<file path="src/rtl/paket_denetleyici_pkg.sv">
// Shared constants and state encodings for the packet framing controller.
package paket_denetleyici_pkg;

    localparam int VARSAYILAN_DATA_W    = 8;
    localparam int VARSAYILAN_LEN_WORDS = 2;

    localparam int CHK_TOPLAM = 0;
    localparam int CHK_XOR    = 1;

    typedef enum logic [1:0] {
        UZUNLUK = 2'd0,
        GOREV   = 2'd1,
        YUK     = 2'd2
    } rx_durum_t;

    typedef enum logic [1:0] {
        BOSTA   = 2'd0,
        AKTAR   = 2'd1,
        SAGLAMA = 2'd2
    } tx_durum_t;

endpackage

</file>
<file path="src/rtl/paket_denetleyici_saglama_birimi.sv">
// Checksum accumulator: folds accepted result words by modular add or XOR.
module saglama_birimi
    import paket_denetleyici_pkg::*;
#(
    parameter int DATA_W = VARSAYILAN_DATA_W
) (
    input  logic              clk_i,
    input  logic              rst_i,
    input  logic              temizle_i,
    input  logic              etkin_i,
    input  logic              mod_i,
    input  logic [DATA_W-1:0] veri_i,
    output logic [DATA_W-1:0] saglama_o
);

    logic [DATA_W-1:0] saglama_r;

    function automatic logic [DATA_W-1:0] katla(
        input logic [DATA_W-1:0] acc,
        input logic [DATA_W-1:0] d,
        input logic              m
    );
        if (m) begin
            return acc ^ d;
        end else begin
            return acc + d;
        end
    endfunction

    // Accumulator register; clear wins over enable
    always_ff @(posedge clk_i) begin
        if (rst_i) begin
            saglama_r <= '0;
        end else if (temizle_i) begin
            saglama_r <= '0;
        end else if (etkin_i) begin
            saglama_r <= katla(saglama_r, veri_i, mod_i);
        end else begin
            saglama_r <= saglama_r;
        end
    end

    assign saglama_o = saglama_r;

endmodule

</file>
<file path="src/rtl/paket_denetleyici.sv">
// Packet framing controller: parses length/task header, forwards payload,
// passes results through and appends a checksum word.
module paket_denetleyici
    import paket_denetleyici_pkg::*;
#(
    parameter  int DATA_W    = VARSAYILAN_DATA_W,
    parameter  int LEN_WORDS = VARSAYILAN_LEN_WORDS,
    parameter  int CHK_MOD   = CHK_TOPLAM,
    localparam int LEN_W     = LEN_WORDS * DATA_W
) (
    input  logic              clk_i,
    input  logic              rst_i,
    input  logic [DATA_W-1:0] rx_veri_i,
    input  logic              rx_gecerli_i,
    output logic              rx_hazir_o,
    output logic [DATA_W-1:0] yuk_veri_o,
    output logic              yuk_gecerli_o,
    input  logic              yuk_hazir_i,
    output logic              basla_o,
    output logic [DATA_W-1:0] gorev_o,
    output logic [LEN_W-1:0]  uzunluk_o,
    input  logic [DATA_W-1:0] sonuc_veri_i,
    input  logic              sonuc_gecerli_i,
    input  logic              sonuc_son_i,
    output logic              sonuc_hazir_o,
    output logic [DATA_W-1:0] tx_veri_o,
    output logic              tx_gecerli_o,
    input  logic              tx_hazir_i,
    output logic              mesgul_o
);

    localparam int KW = $clog2(LEN_WORDS) + 1;

    rx_durum_t         rx_durum_r;
    tx_durum_t         tx_durum_r;
    logic [LEN_W-1:0]  uzunluk_acc_r;
    logic [LEN_W-1:0]  uzunluk_r;
    logic [LEN_W-1:0]  sayac_r;
    logic [KW-1:0]     kelime_r;
    logic [DATA_W-1:0] gorev_r;
    logic              basla_r;

    logic              mesgul_s;
    logic              rx_hazir_s;
    logic              yuk_gecerli_s;
    logic              sonuc_hazir_s;
    logic              tx_gecerli_s;
    logic [DATA_W-1:0] tx_veri_s;
    logic              rx_aktar_s;
    logic              sonuc_aktar_s;
    logic              tx_aktar_s;
    logic              temizle_s;
    logic              etkin_s;
    logic              mod_s;
    logic [DATA_W-1:0] saglama_s;

    // Busy covers the start-pulse cycle so a back-to-back header is held off
    assign mesgul_s      = (tx_durum_r != BOSTA) || basla_r;
    assign rx_aktar_s    = rx_gecerli_i && rx_hazir_s;
    assign sonuc_aktar_s = sonuc_gecerli_i && sonuc_hazir_s;
    assign tx_aktar_s    = tx_gecerli_s && tx_hazir_i;
    assign temizle_s     = (tx_durum_r == BOSTA) && basla_r;
    assign etkin_s       = (tx_durum_r == AKTAR) && sonuc_aktar_s;
    assign mod_s         = (CHK_MOD == CHK_XOR) ? 1'b1 : 1'b0;

    // Receive-side handshake and payload pass-through steering
    always_comb begin
        rx_hazir_s    = 1'b0;
        yuk_gecerli_s = 1'b0;
        case (rx_durum_r)
            UZUNLUK: rx_hazir_s = !mesgul_s;
            GOREV:   rx_hazir_s = 1'b1;
            YUK: begin
                rx_hazir_s    = yuk_hazir_i;
                yuk_gecerli_s = rx_gecerli_i;
            end
            default: rx_hazir_s = 1'b0;
        endcase
    end

    // Transmit-side steering: result pass-through or checksum word
    always_comb begin
        sonuc_hazir_s = 1'b0;
        tx_gecerli_s  = 1'b0;
        tx_veri_s     = '0;
        case (tx_durum_r)
            AKTAR: begin
                sonuc_hazir_s = tx_hazir_i;
                tx_gecerli_s  = sonuc_gecerli_i;
                tx_veri_s     = sonuc_veri_i;
            end
            SAGLAMA: begin
                tx_gecerli_s = 1'b1;
                tx_veri_s    = saglama_s;
            end
            default: tx_veri_s = '0;
        endcase
    end

    // Receive FSM: header parse, start pulse, payload word count
    always_ff @(posedge clk_i) begin
        if (rst_i) begin
            rx_durum_r    <= UZUNLUK;
            uzunluk_acc_r <= '0;
            uzunluk_r     <= '0;
            sayac_r       <= '0;
            kelime_r      <= '0;
            gorev_r       <= '0;
            basla_r       <= 1'b0;
        end else begin
            basla_r <= 1'b0;
            case (rx_durum_r)
                UZUNLUK: begin
                    if (rx_aktar_s) begin
                        // First length word restarts the big-endian shift
                        uzunluk_acc_r <= ((kelime_r == '0) ? '0 : (uzunluk_acc_r << DATA_W))
                                         | LEN_W'(rx_veri_i);
                        if (kelime_r == KW'(LEN_WORDS - 1)) begin
                            kelime_r   <= '0;
                            rx_durum_r <= GOREV;
                        end else begin
                            kelime_r <= kelime_r + KW'(1);
                        end
                    end
                end
                GOREV: begin
                    if (rx_aktar_s) begin
                        gorev_r    <= rx_veri_i;
                        basla_r    <= 1'b1;
                        uzunluk_r  <= uzunluk_acc_r;
                        sayac_r    <= uzunluk_acc_r;
                        rx_durum_r <= (uzunluk_acc_r == '0) ? UZUNLUK : YUK;
                    end
                end
                YUK: begin
                    if (rx_aktar_s) begin
                        sayac_r <= sayac_r - LEN_W'(1);
                        if (sayac_r == LEN_W'(1)) begin
                            rx_durum_r <= UZUNLUK;
                        end
                    end
                end
                default: rx_durum_r <= UZUNLUK;
            endcase
        end
    end

    // Transmit FSM: idle, result forwarding, checksum append
    always_ff @(posedge clk_i) begin
        if (rst_i) begin
            tx_durum_r <= BOSTA;
        end else begin
            case (tx_durum_r)
                BOSTA:   if (basla_r) tx_durum_r <= AKTAR;
                AKTAR:   if (sonuc_aktar_s && sonuc_son_i) tx_durum_r <= SAGLAMA;
                SAGLAMA: if (tx_aktar_s) tx_durum_r <= BOSTA;
                default: tx_durum_r <= BOSTA;
            endcase
        end
    end

    saglama_birimi #(.DATA_W(DATA_W)) u_saglama (
        .clk_i     (clk_i),
        .rst_i     (rst_i),
        .temizle_i (temizle_s),
        .etkin_i   (etkin_s),
        .mod_i     (mod_s),
        .veri_i    (sonuc_veri_i),
        .saglama_o (saglama_s)
    );

    assign rx_hazir_o    = rx_hazir_s;
    assign yuk_veri_o    = rx_veri_i;
    assign yuk_gecerli_o = yuk_gecerli_s;
    assign basla_o       = basla_r;
    assign gorev_o       = gorev_r;
    assign uzunluk_o     = uzunluk_r;
    assign sonuc_hazir_o = sonuc_hazir_s;
    assign tx_veri_o     = tx_veri_s;
    assign tx_gecerli_o  = tx_gecerli_s;
    assign mesgul_o      = mesgul_s;

endmodule

</file>
<file path="config.mk">
export PLATFORM = sky130hd
export DESIGN_NAME = paket_denetleyici
export DESIGN_NICKNAME = d
export VERILOG_FILES = /design/src/rtl/paket_denetleyici_pkg.sv /design/src/rtl/paket_denetleyici_saglama_birimi.sv /design/src/rtl/paket_denetleyici.sv
export SDC_FILE = /design/constraint.sdc
export NUM_CORES = 1
export LEC_CHECK = 0
export ABC_AREA = 1
export BUFFER_PORTS_ARGS = -buffer_cell sky130_fd_sc_hd__buf_4
export CAP_MARGIN = 30
export CORE_MARGIN = 2
export CORE_UTILIZATION = 56
export DETAILED_ROUTE_END_ITERATION = 6
export PLACE_DENSITY_LB_ADDON = 0.2
export REMOVE_ABC_BUFFERS = 1
export SYNTH_ARGS = -nofsm -noshare
export SYNTH_HDL_FRONTEND = slang
export SYNTH_SLANG_ARGS = --single-unit
</file>
<file path="constraint.sdc">
create_clock -name clk_i -period 1.8 [get_ports clk_i]
set_input_delay 0.09 -clock clk_i [delete_from_list [all_inputs] [get_ports clk_i]]
set_output_delay 0.09 -clock clk_i [all_outputs]
set_load 0.02 [all_outputs]
</file>
==> results of run 1 <==
==> power by group through the flow <==
stage / sequential, mW / combinational, mW / clock (mW)
2_1_floorplan: 2.32 / 2.53 / 0
3_3_place_gp: 2.26 / 3.75 / 0
3_5_place_dp: 2.27 / 3.84 / 0
4_1_cts: 2.25 / 3.91 / 1.43
5_1_grt: 2.30 / 4.47 / 1.52
6_report: 2.26 / 4.01 / 1.42
==> cells in the final DEF, fill, tap and decap left out, types with 2 or more instances in the layout <==
master and n:
nand4_1 6, dlygate4sd3_1 3, clkbuf_8 9, nor2_4 3
dfxtp_1 71, o21ai_1 7, nand3_2 2, clkinv_2 3
a21oi_1 76, nor2_1 57, inv_2 6, o211ai_1 3
ha_1 12, nand2_1 131, buf_4 80, nand2_2 2
buf_12 2, nor3_1 8, o21bai_1 2, inv_1 55
o21ai_0 49, ha_2 2, clkinv_4 2, nand3_1 27
bufinv_16 2, xnor2_1 2
==> worst max-delay path by stage <==
stage                          startpoint                  endpoint  slack (ns)  cells past startpoint
2_1_floorplan  tx_durum_r[0]$_SDFFE_PP0P_  kelime_r[0]$_SDFFE_PP0P_       -0.09                      9
3_3_place_gp   tx_durum_r[0]$_SDFFE_PP0P_   sayac_r[0]$_SDFFE_PP0P_        0.23                      9
3_5_place_dp   tx_durum_r[1]$_SDFFE_PP0P_   sayac_r[0]$_SDFFE_PP0P_        0.16                      9
4_1_cts        tx_durum_r[0]$_SDFFE_PP0P_              tx_veri_o[4]        0.04                      5
5_1_grt        tx_durum_r[0]$_SDFFE_PP0P_              tx_veri_o[4]      0.0006                      5
6_report       tx_durum_r[0]$_SDFFE_PP0P_              tx_veri_o[4]        0.04                      5
==> cell families (layout without fill, tap and decap cells) <==
| family | after synthesis | after routing |
|---|---|---|
| AND/OR/NAND/NOR | 240 | 240 |
| XOR/XNOR | 2 | 2 |
| buffers and inverters | 93 | 165 |
| AO/OA/AOI/OAI | 141 | 141 |
| flip-flops | 71 | 71 |
| adder cells (fa/ha/maj) | 15 | 15 |
==> worst max-delay path, cell delays in order, from the launching register on <==
cell      delay (ns)
dfxtp_1         0.36
inv_1           0.11
ha_2            0.34
clkinv_2        0.14
a21oi_1         0.20
buf_4           0.17
==> timing repair <==
item	CTS	global route
pin swaps	1	1
setup endpoints to repair	10	13
gates cloned	0	0
hold endpoints to repair	3	0
resized for setup	1	5
setup buffers	1	3
hold buffers	3	0
==> flip-flops by register name, summed over array words and instances, names as in the netlist <==
register and cells:
basla_o 1, gorev_o 8, kelime_r 2, rx_durum_r 2
sayac_r 16, tx_durum_r 2, u_saglama.saglama_o 8, uzunluk_acc_r 16
uzunluk_o 16
==> routing by layer <==
layer | vias up | GRT usage, % | wire length [um]
met5 | - | 0 | 0
li1 | 1946 | - | -
met1 | 1750 | 33.7 | 4270
met3 | 24 | 6.57 | 580
met4 | 0 | 8.95 | 199
met2 | 129 | 44.1 | 4510
==> area by class of cell <==
cell class,count,area [um2]
clock buffer,9,124
tap,80,100
clock inverter,7,96.3
multi-input combinational,398,1970
fill,564,2050
timing repair buffer,86,682
sequential,71,1420
inverter,63,240
==> through the flow <==
step / TNS (ns) / setup WS, ns
after global routing: 0 / 0.000564
after CTS: 0 / 0.0357
final: 0 / 0.0375
after global placement: 0 / 0.228
after floorplan: -0.716 / -0.0865
after detailed placement: 0 / 0.158
==> summary.md, run 1 <==
| Metric | Value |
|---|---|
| Placed Cells | 691 |
| Comb pwr share | 52.2% |
| Final setup fails | 0 |
| Largest net degree at the start of global routing | 35 |
| Synthesized instance count | 562 |
| # nets final | 667 |
| Post-synth EDFFs | 0 |
| Port bufs | 68 |
| Fin cells | 714 |
| Core Rows | 30 |
| CTS tree | built |
| Synth warnings | 0 |
| Commonest cells post-synth | nand2_1, a21oi_1, dfxtp_1, nor2_1, inv_1 |
| Die height | 86.6 um |
| Area grow syn2layout | 21.5% |
| Final antenna-violating net count | 0 |
| Setup crit end kind | output port |
| Vias in the first global route | 3,636 |
| Via density | 5.39 |
| Worst vdd ir | 1.05 mV |
| Post-Synth Adder-Cell Area | 5.11% |
| Syn Std Cell Area | 3820 um2 |
| Final Util | 69.4% |
| CTS buffer count | 9 |
| First-pass GRT wire length | 16,000 um |
| Gp weighted congestion | 0.932 |
| RSZ-0062 raised after global routing | false |
| Clock power frac | 18.5% |
| Worst-path clk slew | 0.08 ns |
| Min Hold Slack | 0.00430 ns |
| Sequential share of power | 29.3% |
| WL/cell | 13.4 um |
| Residual DRC | 0 |
| Psw | 3.51 mW |
| Register area share after synthesis | 37.2% |
| Final min period | 1.76 ns |
| Slew HR | 64.7% |
| Synth area leaders | dfxtp_1, nand2_1, a21oi_1 |
| CTS Buffer Depth | 2 |
| Core area | 6680 um2 |
| Worst Skew | 0.00941 ns |
| Final period util | 97.9% |
| Final slew viol count | 0 |
| Post-synthesis xor/xnor area fraction | 0.459% |
| Post-synth ARST share | 0% |
| Design area | 4640 um2 |
| Routed vias | 3,849 |
| Worst-case reg-to-reg path depth | 10 |
| Largest family of logic cells by synthesized area | simple AND/OR/NAND/NOR gates |
| Status | complete, no violations |
| WHS Endpoint | gorev_o[6]$_SDFFE_PP0P_ |
| Syn avg cell area | 6.79 um2 |
| Skew-Pair Late Insertion Delay | 0.35 ns |
| Slew @ Worst Pin | 0.528 ns |
| Internal power | 4.18 mW |
| Yosys cell types | 32 |
| CP arrival | 1.67 ns |
| Root Driver | clkbuf_8 |
| Top-count cell post-synth | nand2_1 |
| Reg-to-reg setup timing slack | 0.11 ns |
| Final wirelength | 9560 um |
| Synth area leader | dfxtp_1 |
| Portion of netlist area occupied by mux cells | 0% |
| Compound-cell area share of the yosys netlist | 19.2% |
| Dpl hpwl | 6840 um |
| Pleak | 2.11 nW |
| Crit Path Max Fanout | 9 |
| CTS sink count | 71 |
| Post-synthesis simple-gate area fraction | 26.8% |
| Die area | 7490 um2 |
| H-tree depth | 3 |
| Hold depth | 3 |
| Yosys reg bits | 71 |
| Initial antenna violation count | 0 |
| Gr usage total | 26.6% |
| Synth top area share | 37.2% |
| Drt pass-1 iters | 5 |
| Starting DRT DRC Count | 234 |
| Antenna cells | 0 |
| Post-DP Area | 4340 um2 |
| Req. time, crit path | 1.71 ns |
| IO Pins | 69 |
| Startpoint types | flip-flop |
| Hold violation count in the final report | 0 |
| Maxcap violations | 0 |
| Sw frac | 45.6% |
| Ratio of cells with drive above 1 in the final layout | 18.9% |
| Reg-to-Reg End | sayac_r[7]$_SDFFE_PP0P_ |
| Post-synth top flop | dfxtp_1 |
| Hold Path Class | input pin to flip-flop |
| Pwr Density | 1660 nW/um2 |
| Remaining Overflow, GRT | 0 |
| Max Freq | 0.567 GHz |
| Crit Path Class | flip-flop to output port |
| Hold Crit Start | rx_veri_i[6] |
| Starting Density | 57.1% |
| Total power | 7.69 mW |
| Die width | 86.6 um |
| FF-to-FF Start | tx_durum_r[0]$_SDFFE_PP0P_ |
Power figures use the tool's default switching activity.
==> run 2, diff against run 1 <==
--- a/config.mk
+++ b/config.mk
@@ -13,6 +13,7 @@
 export DETAILED_ROUTE_END_ITERATION = 6
 export PLACE_DENSITY_LB_ADDON = 0.2
 export REMOVE_ABC_BUFFERS = 1
+export SETUP_SLACK_MARGIN = 0.15
 export SYNTH_ARGS = -nofsm -noshare
 export SYNTH_HDL_FRONTEND = slang
 export SYNTH_SLANG_ARGS = --single-unit
==> run 2 against run 1 <==
  * Hold slack improved by 0.00075 ns
  * Clock power barely moved
  * Setup slack improved by 0.16 ns
  * Clock skew barely moved
  * Sequential share of layout area fell by 0.53 points
  * Sequential power barely moved
  * Via count rose by 0.42%
  * Global-route usage rose by 0.38 points
  * Critical path depth rose by 5
  * Combinational power rose by 6.0%
  * Power rose by 3.6%
  * Count of clock-buffer cells in the layout did not move
==> summary.md, run 2 (synthesized netlist as in run 1, its figures left out) <==
| Metric | Value |
|---|---|
| Status | complete, no violations |
| Initial antenna violation count | 0 |
| Remaining Overflow, GRT | 0 |
| Final period util | 89.0% |
| Core Rows | 30 |
| CTS tree | built |
| Crit Path Max Fanout | 3 |
| Starting DRT DRC Count | 349 |
| Setup crit end kind | flip-flop |
| Critical path, cell by cell | ha_2, fa_2, nand3_2, nand2_1, nand2_1, nand2_1, nand2_1, nand2_1, o21bai_1, inv_1 |
| Worst-path clk slew | 0.08 ns |
| Dpl hpwl | 6840 um |
| Filler cells | 547 |
| Startpoint types | flip-flop |
| Slew @ Worst Pin | 0.534 ns |
| Core area | 6680 um2 |
| Die height | 86.6 um |
| Fin cells | 718 |
| Most frequent cells in the layout | nand2_1, buf_4, a21oi_1 |
| Slowest-stage cell, CP | fa_2 |
| Routed vias | 3,865 |
| Hold Path Class | input pin to flip-flop |
| Design area | 4740 um2 |
| Placed Cells | 691 |
| CP arrival | 1.84 ns |
| Drt pass-1 iters | 5 |
| Pleak | 2.13 nW |
| H-tree depth | 3 |
| Residual DRC | 0 |
| Total power | 7.96 mW |
| Hold violation count in the final report | 0 |
| Final setup fails | 0 |
| Vias in the first global route | 3,666 |
| Critical path's largest stage delay | 0.36 ns |
| WL/cell | 13.7 um |
| Slew HR | 64.3% |
| Crit Path Class | flip-flop to flip-flop |
| Reg-to-reg setup timing slack | 0.20 ns |
| Worst Skew | 0.00934 ns |
| CTS buffer count | 9 |
| Req. time, crit path | 2.04 ns |
| Max Freq | 0.625 GHz |
| Gp weighted congestion | 0.932 |
| Final antenna-violating net count | 0 |
| Via density | 5.38 |
| First-pass GRT wire length | 16,200 um |
| Post-DP Area | 4340 um2 |
| Largest net degree at the start of global routing | 35 |
| Min Hold Slack | 0.00505 ns |
| CTS sink count | 71 |
| Skew-Pair Late Insertion Delay | 0.35 ns |
| IO Pins | 69 |
| Worst vdd ir | 1.07 mV |
| Die area | 7490 um2 |
| # nets final | 671 |
| Starting Density | 57.1% |
| Gr usage total | 26.9% |
| CTS Buffer Depth | 2 |
| Final min period | 1.60 ns |
| Maxcap violations | 0 |
| Most common cell after layout, fill and taps aside | nand2_1 |
| Die width | 86.6 um |
| RSZ-0062 raised after global routing | true |
| Final slew viol count | 0 |
| Pwr Density | 1680 nW/um2 |
| Port bufs | 68 |
| Ratio of cells with drive above 1 in the final layout | 21.8% |
| Most frequent CP cell | nand2_1 |
| Final wirelength | 9830 um |
| Antenna cells | 0 |
| Area grow syn2layout | 24.3% |
| Root Driver | clkbuf_8 |
-- run 2: per-stage QoR --
step | worst slack [ns] | utilization [%] | TNS (ns)
global route | 0.0992 | 71.0 | 0
floorplan | -0.0865 | - | -0.716
global placement | 0.228 | 65.0 | 0
detailed placement | 0.158 | 65.0 | 0
finish | 0.199 | 71.0 | 0
CTS | 0.125 | 69.5 | 0
-- run 2: final timing paths --
check                                            from                             endpoint  depth (start not counted)
hold / removal                           rx_veri_i[6]              gorev_o[6]$_SDFFE_PP0P_                          3
setup reg to reg  u_saglama.saglama_o[0]$_SDFFE_PP0P_  u_saglama.saglama_o[6]$_SDFFE_PP0P_                         10
setup / recovery  u_saglama.saglama_o[0]$_SDFFE_PP0P_  u_saglama.saglama_o[6]$_SDFFE_PP0P_                         10
hold reg to reg              kelime_r[1]$_SDFFE_PP0P_             kelime_r[1]$_SDFFE_PP0P_                          2
-- run 2: timing repair --
action | 4_1_cts | 5_1_grt
setup endpoints to repair | 11 | 38
setup buffers | 2 | 6
endpoints found under the hold margin | 3 | 0
pin swaps | 1 | 4
gates resized for setup | 9 | 20
hold buffers | 3 | 0
-- run 2: per-layer routing --
| layer | global-route usage (%) | vias up | part of all wire [%] |
|---|---|---|---|
| li1 | - | 1957 | - |
| met1 | 34.3 | 1757 | 44 |
| met2 | 44.7 | 127 | 48 |
| met3 | 6.57 | 24 | 5.9 |
| met4 | 9.09 | 0 | 2.0 |
| met5 | 0 | - | 0 |
-- run 2: area by class of cell --
class | instances | area, um2 | share of cell area (%)
clock inverters | 7 | 96.3 | 2.03
flip-flops and latches | 71 | 1430 | 30.1
multi-input cells | 398 | 2030 | 42.8
inverters | 63 | 249 | 5.25
well taps | 80 | 100 | 2.11
repair buffers | 90 | 716 | 15.1
clock buffers | 9 | 124 | 2.61
-- run 2: power by group --
group	switching (mW)	leakage [nW]	internal (mW)	total [mW]
sequential	0.307	0.580	1.99	2.29
clock	0.633	0.114	0.785	1.42
combinational	2.68	1.44	1.57	4.25
-- run 2: critical path: cells and delay by family (launching register included) --
kind / cells / cell delay [ns]
AO/OA/AOI/OAI: 1 / 0.16
adder cells (fa/ha/maj): 2 / 0.54
buffers and inverters: 1 / 0.05
flip-flops: 1 / 0.34
AND/OR/NAND/NOR: 6 / 0.41
==> run 3, diff against run 2 <==
--- a/config.mk
+++ b/config.mk
@@ -9,7 +9,7 @@
 export BUFFER_PORTS_ARGS = -buffer_cell sky130_fd_sc_hd__buf_4
 export CAP_MARGIN = 30
 export CORE_MARGIN = 2
-export CORE_UTILIZATION = 56
+export CORE_UTILIZATION = 35
 export DETAILED_ROUTE_END_ITERATION = 6
 export PLACE_DENSITY_LB_ADDON = 0.2
 export REMOVE_ABC_BUFFERS = 1
==> constraint.sdc (replaced) <==
create_clock -name clk_i -period 1.98 [get_ports clk_i]
set_input_delay 0.099 -clock clk_i [delete_from_list [all_inputs] [get_ports clk_i]]
set_output_delay 0.099 -clock clk_i [all_outputs]
set_load 0.02 [all_outputs]
==> run 3 against run 2 <==
  * Via count fell by 2.9%
  * Setup slack improved by 0.10 ns
  * Sequential share of layout area rose by 0.66 points
  * Count of clock-buffer cells in the layout did not move
  * Clock power fell by 15%
  * Die area rose by 57%
  * Highest routed layer unchanged
==> summary.md, run 3 (synthesized netlist as in run 1, its figures left out) <==
| Metric | Value |
|---|---|
| CTS buffer count | 9 |
| Reg-to-Reg End | sayac_r[0]$_SDFFE_PP0P_ |
| Via density | 4.89 |
| RSZ-0062 raised after global routing | false |
| Area grow syn2layout | 21.0% |
| Ratio of cells with drive above 1 in the final layout | 18.2% |
| Final Util | 43.0% |
| Die height | 108 um |
| Final antenna-violating net count | 0 |
| Die area | 11,800 um2 |
| Hold Path Class | input pin to flip-flop |
| CTS tree | built |
| Largest net degree at the start of global routing | 42 |
| Startpoint types | flip-flop |
| H-tree depth | 3 |
| Sequential share of power | 29.8% |
| Crit Path Max Fanout | 10 |
| Internal power | 3.62 mW |
| Comb pwr share | 52.6% |
| Critical path, cell by cell | inv_1, ha_1, buf_4, nand2_1, a21oi_1, buf_4 |
| Antenna cells | 0 |
| Req. time, crit path | 1.88 ns |
| Pwr Density | 1480 nW/um2 |
| # nets final | 660 |
| Slew @ Worst Pin | 0.561 ns |
| FF-to-FF Start | tx_durum_r[0]$_SDFFE_PP0P_ |
| Setup TNS | 0 ns |
| Residual DRC | 0 |
| First-pass GRT wire length | 16,500 um |
| Worst-path clk slew | 0.09 ns |
| CP arrival | 1.58 ns |
| Most frequent CP cell | buf_4 |
| Core Rows | 38 |
| Min Hold Slack | 0.0187 ns |
| Clock power frac | 17.5% |
| Hold violation count in the final report | 0 |
| CTS sink count | 71 |
| Starting DRT DRC Count | 187 |
| Dpl hpwl | 7210 um |
| Root Driver | clkbuf_8 |
| Reg-to-reg setup timing slack | 0.31 ns |
| Final setup fails | 0 |
| Maxcap violations | 0 |
| Initial antenna violation count | 0 |
| Die width | 108 um |
| Max Freq | 0.595 GHz |
| Vias in the first global route | 3,444 |
| Remaining Overflow, GRT | 0 |
| Worst vdd ir | 0.652 mV |
| Most common cell after layout, fill and taps aside | nand2_1 |
| Worst-case reg-to-reg path depth | 9 |
| Most frequent cells in the layout | nand2_1, buf_4, a21oi_1 |
| Skew-Pair Late Insertion Delay | 0.35 ns |
| Core area | 10,700 um2 |
| Final wirelength | 9940 um |
| Setup crit end kind | output port |
| CP startpoint | tx_durum_r[1]$_SDFFE_PP0P_ |
| Drt pass-1 iters | 5 |
| Status | complete, no violations |
| Slew HR | 62.4% |
| CTS Buffer Depth | 2 |
| Final period util | 84.9% |
| Gp weighted congestion | 0.808 |
| End of the critical path | tx_veri_o[5] |
| Critical path's largest stage delay | 0.32 ns |
| Slowest-stage cell, CP | dfxtp_1 |
| Pleak | 2.05 nW |
| IO Pins | 69 |
| WL/cell | 13.0 um |
| Port bufs | 68 |
| Starting Density | 35.5% |
| Gr usage total | 17.7% |
| Crit Path Class | flip-flop to output port |
| Psw | 3.23 mW |
| CP top delay family | buffers and inverters |
| Crit path buffers/inverters | 3 |
| Worst Skew | 0.0117 ns |
| Routed vias | 3,753 |
| Final slew viol count | 0 |
| Crit. path cell count | 6 |
| Sw frac | 47.1% |
| Final min period | 1.68 ns |
-- run 3: cell count changes in the layout (fill, tap and decap cells not counted), sizes merged --
| cell | change |
|---|---|
| dlygate4sd3 | -3 |
| clkinvlp | +2 |
| clkinv | -3 |
| inv | +2 |
| buf | -9 |
| bufinv | -1 |
| nor2 | +1 |
-- run 3: power by group through the flow --
| stage | Combinational [mW] | Clock [mW] | Sequential, mW |
|---|---|---|---|
| 2_1_floorplan | 2.30 | 0 | 2.11 |
| 3_3_place_gp | 3.43 | 0 | 2.05 |
| 3_5_place_dp | 3.48 | 0 | 2.07 |
| 4_1_cts | 3.50 | 1.24 | 2.04 |
| 5_1_grt | 4.07 | 1.30 | 2.09 |
| 6_report | 3.60 | 1.20 | 2.04 |
-- run 3: what timing repair did --
| action | in CTS | in global routing |
|---|---|---|
| buffers inserted | 0 | 2 |
| hold endpoints to repair | 0 | 0 |
| hold buffers | 0 | 0 |
| setup endpoints to repair | 9 | 46 |
| gates cloned | 0 | 1 |
| pin swaps | 0 | 1 |
| resized for setup | 1 | 7 |
-- run 3: layer usage --
layer,vias up,global-route usage [%],wire length (um)
met5,-,0,0
met4,0,4.95,89
met3,8,3.62,525
met2,103,29.0,4610
met1,1703,23.5,4710
li1,1939,-,-
-- run 3: through the flow --
stage | setup slack, ns | power [mW] | std cells | area (um2)
final | 0.299 | 6.85 | 767 | 4620
after global routing | 0.162 | 7.46 | 767 | 4620
after CTS | 0.209 | 6.77 | 764 | 4580
after detailed placement | 0.235 | 5.54 | 748 | 4370
after global placement | 0.272 | 5.48 | 748 | 4370
after floorplan | 0.0935 | 4.41 | 532 | 3620
-- run 3: cell type report --
class	instances	area [um2]
Clock buffer	9	124
Clock inverter	7	80.1
Fill cell	1141	6130
Inverter	63	241
Multi-Input combinational cell	399	1980
Sequential cell	71	1420
Tap cell	140	175
Timing Repair Buffer	78	598
-- run 3: worst register-to-register path, cell delays in order (launching register included) --
cell and delay [ns]:
dfxtp_1 0.34, inv_1 0.13, ha_1 0.19, nand2_1 0.10, nand2_2 0.10, nand3_4 0.10, nor2_4 0.19, inv_2 0.14
o21ai_0 0.20, a21oi_1 0.06
-- run 3: worst min-delay path by stage --
stage | start | end | slack (ns) | cells after the start
finish | rx_veri_i[1] | gorev_o[1]$_SDFFE_PP0P_ | 0.02 | 3
global route | rx_veri_i[7] | gorev_o[7]$_SDFFE_PP0P_ | 0.01 | 3
CTS | rx_veri_i[1] | gorev_o[1]$_SDFFE_PP0P_ | 0.002 | 3
detailed placement | rx_veri_i[5] | gorev_o[5]$_SDFFE_PP0P_ | 0.38 | 3
global placement | rx_veri_i[2] | gorev_o[2]$_SDFFE_PP0P_ | 0.37 | 3
floorplan | rst_i | gorev_o[0]$_SDFFE_PP0P_ | 0.17 | 1
